==> src/rtl/uart_tx_if.sv <==
// Fifo read-port bundle between a first-word-fall-through TX fifo and uart_tx.
// Latency: none, plain wires. Backpressure: the transmitter pops only when it can start a frame.
// Ports: i_fifo_data/i_fifo_empty flow fifo->uart, o_fifo_rd_en flows uart->fifo.
interface uart_tx_if #(
  parameter int DATA_BITS = 8
);
  logic [DATA_BITS-1:0] i_fifo_data;
  logic                 i_fifo_empty;
  logic                 o_fifo_rd_en;

  // fifo side: presents the head word, receives the pop strobe
  modport master (
    output i_fifo_data,
    output i_fifo_empty,
    input  o_fifo_rd_en
  );

  // transmitter side: reads the head word, issues the pop strobe
  modport slave (
    input  i_fifo_data,
    input  i_fifo_empty,
    output o_fifo_rd_en
  );
endinterface

==> src/rtl/uart_tx.sv <==
// UART transmitter: pops one word per frame from a FWFT fifo, sends start/data(LSB first)/parity/stop.
// Latency: o_tx falls one cycle after the load condition is first seen in IDLE; all outputs registered.
// Backpressure: pops only at a frame boundary when i_en=1 and the fifo is non-empty; back-to-back frames have no gap.
// Ports: i_clk, i_rst (async active-high), i_en, fifo (uart_tx_if.slave), o_tx, o_busy, o_done.
module uart_tx #(
  parameter int CLKS_PER_BIT = 434,
  parameter int DATA_BITS    = 8,
  parameter int PARITY       = 0,
  parameter int STOP_BITS    = 1
) (
  input  logic     i_clk,
  input  logic     i_rst,
  input  logic     i_en,
  uart_tx_if.slave fifo,
  output logic     o_tx,
  output logic     o_busy,
  output logic     o_done
);
  localparam int BAUD_W = $clog2(CLKS_PER_BIT);
  localparam int BIT_W  = $clog2(DATA_BITS + 1);
  localparam logic [BAUD_W-1:0] BAUD_LAST = BAUD_W'(CLKS_PER_BIT - 1);
  localparam logic [BAUD_W-1:0] BAUD_PRE  = BAUD_W'(CLKS_PER_BIT - 2);
  localparam logic [BIT_W-1:0]  BIT_LAST  = BIT_W'(DATA_BITS - 1);
  localparam logic              STOP_LAST = (STOP_BITS == 2);

  typedef enum logic [2:0] {S_IDLE, S_START, S_DATA, S_PARITY, S_STOP} state_t;

  state_t               state_q, state_d;
  logic [BAUD_W-1:0]    baud_q, baud_d;
  logic [BIT_W-1:0]     bit_q, bit_d;
  logic                 stop_q, stop_d;
  logic [DATA_BITS-1:0] shift_q, shift_d;
  logic                 par_q, par_d;
  logic                 tx_q, tx_d;
  logic                 busy_q, busy_d;
  logic                 rd_en_q, rd_en_d;
  logic                 done_q, done_d;

  logic bit_end;
  logic last_stop;
  logic load;

  assign bit_end   = (baud_q == BAUD_LAST);
  assign last_stop = (state_q == S_STOP) && (stop_q == STOP_LAST);
  // A new word may be taken from IDLE, or on the very last cycle of the final stop bit
  // so that consecutive frames abut with no idle gap.
  assign load      = i_en && !fifo.i_fifo_empty &&
                     ((state_q == S_IDLE) || (last_stop && bit_end));

  always_comb begin
    state_d = state_q;
    baud_d  = baud_q;
    bit_d   = bit_q;
    stop_d  = stop_q;
    shift_d = shift_q;
    par_d   = par_q;
    tx_d    = tx_q;
    rd_en_d = 1'b0;
    done_d  = 1'b0;

    if (state_q != S_IDLE) begin
      baud_d = bit_end ? '0 : baud_q + BAUD_W'(1);
    end

    if (load) begin
      state_d = S_START;
      shift_d = fifo.i_fifo_data;
      // Parity is fixed at load time since the shifter is consumed during DATA.
      par_d   = (PARITY == 1) ? ~(^fifo.i_fifo_data) : (^fifo.i_fifo_data);
      tx_d    = 1'b0;
      baud_d  = '0;
      bit_d   = '0;
      stop_d  = 1'b0;
      rd_en_d = 1'b1;
    end else begin
      case (state_q)
        S_IDLE: begin
          tx_d = 1'b1;
        end
        S_START: begin
          if (bit_end) begin
            state_d = S_DATA;
            tx_d    = shift_q[0];
          end
        end
        S_DATA: begin
          if (bit_end) begin
            if (bit_q == BIT_LAST) begin
              bit_d = '0;
              if (PARITY != 0) begin
                state_d = S_PARITY;
                tx_d    = par_q;
              end else begin
                state_d = S_STOP;
                tx_d    = 1'b1;
                stop_d  = 1'b0;
              end
            end else begin
              bit_d   = bit_q + BIT_W'(1);
              shift_d = shift_q >> 1;
              tx_d    = shift_q[1];
            end
          end
        end
        S_PARITY: begin
          if (bit_end) begin
            state_d = S_STOP;
            tx_d    = 1'b1;
            stop_d  = 1'b0;
          end
        end
        S_STOP: begin
          // done is registered, so it is raised one cycle ahead to land on the final cycle.
          if (last_stop && (baud_q == BAUD_PRE)) begin
            done_d = 1'b1;
          end
          if (bit_end) begin
            if (stop_q == STOP_LAST) begin
              state_d = S_IDLE;
              stop_d  = 1'b0;
            end else begin
              stop_d = 1'b1;
            end
          end
        end
        default: begin
          state_d = S_IDLE;
          tx_d    = 1'b1;
        end
      endcase
    end

    busy_d = (state_d != S_IDLE);
  end

  always_ff @(posedge i_clk or posedge i_rst) begin
    if (i_rst) begin
      state_q <= S_IDLE;
      baud_q  <= '0;
      bit_q   <= '0;
      stop_q  <= 1'b0;
      shift_q <= '0;
      par_q   <= 1'b0;
      tx_q    <= 1'b1;
      busy_q  <= 1'b0;
      rd_en_q <= 1'b0;
      done_q  <= 1'b0;
    end else begin
      state_q <= state_d;
      baud_q  <= baud_d;
      bit_q   <= bit_d;
      stop_q  <= stop_d;
      shift_q <= shift_d;
      par_q   <= par_d;
      tx_q    <= tx_d;
      busy_q  <= busy_d;
      rd_en_q <= rd_en_d;
      done_q  <= done_d;
    end
  end

  assign o_tx              = tx_q;
  assign o_busy            = busy_q;
  assign o_done            = done_q;
  assign fifo.o_fifo_rd_en = rd_en_q;
endmodule

==> src/flat_wrapper.sv <==
// flat-port wrapper written by rule: the top's interface ports become plain ports
module uart_tx_flat 
#(
  parameter int CLKS_PER_BIT = 434,
  parameter int DATA_BITS    = 8,
  parameter int PARITY       = 0,
  parameter int STOP_BITS    = 1
)
  (i_clk, i_rst, i_en, o_tx, o_busy, o_done, fifo_i_fifo_data, fifo_i_fifo_empty, fifo_o_fifo_rd_en);
  uart_tx_if #(.DATA_BITS(DATA_BITS)) fifo_i ();
  input  logic i_clk;
  input  logic i_rst;
  input  logic i_en;
  output logic o_tx;
  output logic o_busy;
  output logic o_done;
  input wire logic [$bits(fifo_i.i_fifo_data)-1:0] fifo_i_fifo_data;
  input wire logic [$bits(fifo_i.i_fifo_empty)-1:0] fifo_i_fifo_empty;
  output wire logic [$bits(fifo_i.o_fifo_rd_en)-1:0] fifo_o_fifo_rd_en;
  assign fifo_i.i_fifo_data = fifo_i_fifo_data;
  assign fifo_i.i_fifo_empty = fifo_i_fifo_empty;
  assign fifo_o_fifo_rd_en = fifo_i.o_fifo_rd_en;
  uart_tx #(.CLKS_PER_BIT(CLKS_PER_BIT), .DATA_BITS(DATA_BITS), .PARITY(PARITY), .STOP_BITS(STOP_BITS)) u_core (.i_clk(i_clk), .i_rst(i_rst), .i_en(i_en), .fifo(fifo_i), .o_tx(o_tx), .o_busy(o_busy), .o_done(o_done));
endmodule
==> config.mk <==
export PLATFORM = sky130hd
export DESIGN_NAME = uart_tx_flat
export DESIGN_NICKNAME = d
export VERILOG_FILES = /design/src/rtl/uart_tx_if.sv /design/src/rtl/uart_tx.sv /design/src/flat_wrapper.sv
export SDC_FILE = /design/constraint.sdc
export NUM_CORES = 1
export LEC_CHECK = 0
export CAP_MARGIN = 20
export CORE_MARGIN = 2
export CORE_UTILIZATION = 55
export DETAILED_ROUTE_END_ITERATION = 10
export DONT_BUFFER_PORTS = 1
export PLACE_DENSITY = 0.7
export SETUP_SLACK_MARGIN = 0.02
export SYNTH_ARGS = -nofsm -noshare
export SYNTH_HDL_FRONTEND = slang
export SYNTH_SLANG_ARGS = --single-unit
==> constraint.sdc <==
create_clock -name i_clk -period 3.8 [get_ports i_clk]
set_input_delay 0.38 -clock i_clk [delete_from_list [all_inputs] [get_ports i_clk]]
set_output_delay 0.38 -clock i_clk [all_outputs]
set_load 0.02 [all_outputs]
# [After elaboration in Yosys (flattened, before gate mapping)]
# Cells that the tools add are included.
[totals] reg_bits=29 in_bits=12 out_inout_bits=4 word_cells=80
[classes] n_addsub=2 n_eq_ne=14 muxes=36 n_bitwise=1 reduce_logical=18
[ops] operator="$mux 8" n=4
[ops] operator="$mux 9" n=3
[ops] operator="$mux 3" n=7
[ops] operator="$eq 9x9->1 const B" n=2
[ops] operator="$mux 4" n=4
[ops] operator="$mux 1" n=15
[ops] operator="$ne 3x1->1 const B" n=5
[ops] operator="$pmux 3 s5" n=1
[ops] operator="$add 9x1->9 const B" n=1
[ops] operator="$eq 3x2->1 const B" n=2
[ops] operator="$reduce_bool 2->1" n=3
[ops] operator="$reduce_bool 3->1" n=2
[ops] operator="$logic_and 1x1->1" n=5
[ops] operator="$reduce_and 5->1" n=1
[ops] operator="$add 4x1->4 const B" n=1
[ops] operator="$eq 4x3->1 const B" n=1
[ops] operator="$ne 2x1->1 const B" n=2
[ops] operator="$pmux 1 s4" n=1
[ops] operator="$reduce_and 4->1" n=1
[ops] operator="$reduce_bool 4->1" n=1
[ops] operator="$eq 3x1->1 const B" n=1
[ops] operator="$eq 3x3->1 const B" n=1
[ops] operator="$logic_not 3->1" n=1
[ops] operator="$pmux 1 s3" n=1
[ops] operator="other kinds (5)" n=5

# [Depth between registers and ports, before layout]
[logic_depth] word_depth=7 mapped_depth=8

# [Worst setup path after synthesis]
# Ideal clock, no wire load.
[synth_path] kind="reg2reg" startpoint="reg u_core.baud_q[2]" endpoint="reg u_core.bit_q[3]" setup_ns=0.077 arrival_time_ns=1.967 setup_slack_ns=1.756 path_stages_with_launch=6 path_buffers=1 synth_period_minus_slack_ns=2.044 cell_sequence="dfrtp_1 -> buf_6 -> or4b_4 -> nor4_4 -> or4b_1 -> a21oi_1"
[synth_via] elab_chain_cells=6 word_cells_on_any_way=8 classes_between="eq/ne: 1; mux: 1; reduce/logical: 6"
[synth_lines] element="start, declared" line_no="uart_tx.sv:29" text="logic [BAUD_W-1:0] baud_q, baud_d;"
[synth_lines] element="start signal, assigned" line_no="uart_tx.sv:150" text="baud_q <= baud_d;"
[synth_lines] element="$eq 9x9->1 (*)" line_no="uart_tx.sv:43" text="assign bit_end = (baud_q == BAUD_LAST);"
[synth_lines] element="$logic_and 1x1->1" line_no="uart_tx.sv:48" text="((state_q == S_IDLE) || (last_stop && bit_end));"
[synth_lines] element="$logic_or 1x1->1" line_no="uart_tx.sv:48"
[synth_lines] element="$logic_and 1x1->1" line_no="uart_tx.sv:47" text="assign load = i_en && !fifo.i_fifo_empty &&"
[synth_lines] element="$reduce_bool 2->1 (no source line)"
[synth_lines] element="$reduce_and 2->1 (no source line)"
[synth_lines] element="end signal, assigned" line_no="uart_tx.sv:151" text="bit_q <= bit_d;"
[synth_lines] element="end, declared" line_no="uart_tx.sv:30" text="logic [BIT_W-1:0] bit_q, bit_d;"
# Mark *: on every way between the ends. The rest lies on a longest branch, timed or not.
# A chain may end at the register's enable or synchronous reset.

# [Worst setup path after layout]
[layout_path] startpoint="reg u_core.baud_q[3]" endpoint="reg u_core.bit_q[0]"
[layout_via] elab_chain_cells=6 word_cells_on_any_way=8 classes_between="eq/ne: 1; mux: 1; reduce/logical: 6"
[layout_lines] element="$eq 9x9->1 (*)" line_no="uart_tx.sv:43"
[layout_lines] element="$logic_and 1x1->1 (*)" line_no="uart_tx.sv:48"
[layout_lines] element="$logic_or 1x1->1 (*)" line_no="uart_tx.sv:48"
[layout_lines] element="$logic_and 1x1->1 (*)" line_no="uart_tx.sv:47"
[layout_lines] element="named net u_core.load" line_no="uart_tx.sv:41" text="logic load;"
[layout_lines] element="$reduce_bool 2->1 (no source line)"
[layout_lines] element="$reduce_and 2->1 (no source line)"
# Mark *: on every way through the listed nets, which the timed path passes. The rest lies on a longest branch.

==> impl_metrics.tcl <==
set metrics [dict create \
    first_iter_violations 62 \
    antenna_found_initial 0 \
    final_cell_area_um2 1580 \
    grt_pass1_vias 1130 \
    clk_pin_slew_worst_paths_ns 0.16 \
    dpl-instance-area_um2 1520 \
    cts_setup_buffers 0 \
    dp_hpwl_um 2210 \
    synth_edf_count 0 \
    intPower_uw 343 \
    dr_total_vias 1197 \
    dp_cells 181 \
    cts_root_buf "clkbuf_4" \
    synth-seq-cells 28 \
    gp_congestion 0.789 \
    clockPowerShare_pct 29.0 \
    ir_drop_mv 0.221 \
    die_h_um 56.7 \
    required_ns 4.01 \
    power_leakage_nw 0.597 \
    coreArea_um2 2710 \
    clockBufferDepth 2 \
    maxSlewViolCount 0 \
    netSwitchingFraction_pct 21.5 \
    avgSynthCellArea_um2 9.56 \
    grt_pass1_wl_um 5370 \
    fmax_mhz 444 \
    synth_warnings 0 \
    antenna_left 0 \
    grtUsageTotal_pct 20.8 \
    routed_wl_um 3150 \
    cts_max_level 1 \
    fin_crit_ns 2.25 \
    clock_skew_ns 0.0179 \
    netSwitchingPower_uw 93.7 \
    cts_tree "built" \
    finalHoldViolCount 0 \
    grt_max_degree 29 \
    syn_inst 160 \
    syn_nets 176 \
    setup_ws_ns 1.55 \
    die_w_um 56.7 \
    worstMarginPinSlew_ns 0.708 \
    synthesis.area_um2 1530 \
    min_from "fifo_i_fifo_data[7]" \
    critPathLaunchType "flop" \
    endpoint_kind "flop" \
    cts_buffers 3 \
    ys.flop_type "dfrtp_1" \
    gr-total-overflow 0 \
    final_util_pct 58.4 \
    hold_ws_ns 0.186 \
    r2r_start "u_core.baud_q[3]" \
    seq_power_share_pct 68.2 \
    outcome "finished, final reports clean" \
    path_cells "or4b_4 > o21a_1 > or2_1 > inv_1 > a211oi_1" \
    worst-endpoint-arrival_ns 2.47 \
    vias_per_cell 6.40 \
    final_layout_size_suffix_gt1_share_pct 5.77 \
    async_flop_share_pct 100 \
    drc 0 \
    slowest_delay_ns 0.60 \
    p_total_uw 437 \
    cts.sinks 28 \
    preCtsSetupSlack_ns 1.58 \
    hold_path_class "in -> reg" \
    seq_area_frac_synth_pct 45.9 \
    cp_slowest_cell "or4b_4" \
    mostFrequentLayoutCell "dfrtp_1" \
    criticalPathCategory "reg -> reg" \
    period_share_pct 59.3 \
    p_per_area_nw_per_um2 276 \
    clock_latency_ns 0.32 \
    rows 19 \
    path_max_fanout 12 \
    final_cell_mix "dfrtp_1, o21ai_0, nand3_1, nor3_1, a31oi_1" \
    max_slew_margin_pct 52.7 \
    pin_count 16 \
    portBuffers 0 \
    startpoint "u_core.baud_q[3]" \
    firstDrtPassIters 4 \
    layout.nets 173 \
    area_delta_synth_final_pct 3.35 \
    synth_cell_type_count 44 \
    start_util_pct 56.5 \
    die_area_um2 3220 \
    fin_setup_tns_ns 0 \
    routedWlPerCell_um 16.8 \
    setup_viol 0 \
    cap_violations 0 \
    combPwrFrac_pct 2.8 \
    finalNonFillerCells 187 \
    ctsResizeCount 0 \
    rsz0062_at_grt "false" \
    diodes 0 \
]
-- cell type report --
class	count	area, µm²
clock buffer	4	26.3
fill	255	1130
inverter	5	18.8
multi-input combinational	117	758
sequential	28	702
tap	31	38.8
timing repair buffer	2	37.5
-- what timing repair did --
| action | CTS | global route |
|---|---|---|
| setup endpoints to repair | 0 | 0 |
| endpoints found under the hold margin | 0 | 11 |
| hold buffers | 0 | 1 |
-- path summary, 6_finish.rpt --
| kind | cells after the start | to | slack, ns |
|---|---|---|---|
| max reg2reg | 5 | u_core.bit_q[0] | 1.55 |
| max | 5 | u_core.bit_q[0] | 1.55 |
| max in group asynchronous | 3 | u_core.o_tx | 2.69 |
| min in group asynchronous | 2 | u_core.o_done | 0.53 |
| min reg2reg | 2 | u_core.shift_q[7] | 0.56 |
| min | 2 | u_core.shift_q[7] | 0.19 |
-- synth_stat cells (all sizes together), types with 2 or more instances --
cell      n  area share, %
a32o      2            1.3
mux2i     2            1.3
ha        4            3.3
or3       4            1.6
o2111ai   2            1.1
a31oi     9            3.7
o211ai    2           0.98
xor2      5            2.9
nand2b    2           0.82
nor2      8            2.0
nor3     11            3.9
clkbuf    6            1.5
dfrtp    27             44
nand2     8            2.0
nor2b     2           0.82
o21ai    16            5.2
and4      2            1.1
inv       5            1.2
or4b      2            1.6
nand4     3            1.2
a21oi     6            2.0
nand3    10            3.3
buf       4            1.9
o31ai     2           0.98
o21a      2           0.98
or2       2           0.82
-- cell families after synthesis --
logic type,share of synthesized area (%)
buffers and inverters,4.58
AOI/OAI and AO/OA,17.8
xor gates and xnor gates,2.86
and+or+nand+nor,24.3
muxes,1.31
DFF,45.9
adders and majority gates,3.27
-- per-layer routing --
layer	vias up	track usage [%]	wire, µm
li1	584	-	-
met1	584	30.4	1580
met2	27	33.7	1420
met3	2	2.53	134
met4	0	3.99	17
met5	-	0	0
-- sequential cells by signal, indices dropped and copies added (netlist names) --
register                  cells
u_core.baud_q                 9
u_core.bit_q                  4
u_core.fifo.o_fifo_rd_en      1
u_core.o_busy                 1
u_core.o_done                 1
u_core.o_tx                   1
u_core.shift_q                8
u_core.state_q                3
-- worst max-delay path, delay by kind of cell (launching register included) --
family | cells | cell delay (ns)
AND/OR/NAND/NOR | 2 | 1.03
AO/OA/AOI/OAI | 2 | 0.39
flip-flops | 1 | 0.51
buffers and inverters | 1 | 0.21
-- power by group through the flow --
stage	Sequential, mW	Combinational (mW)	Clock (mW)
after global placement	0.304	0.00799	0
after floorplan	0.304	0.00627	0
after CTS	0.298	0.00813	0.127
after global routing	0.298	0.0139	0.139
after detailed placement	0.304	0.00812	0
final	0.298	0.0122	0.127
No activity file was read; power rests on OpenSTA's default activity.
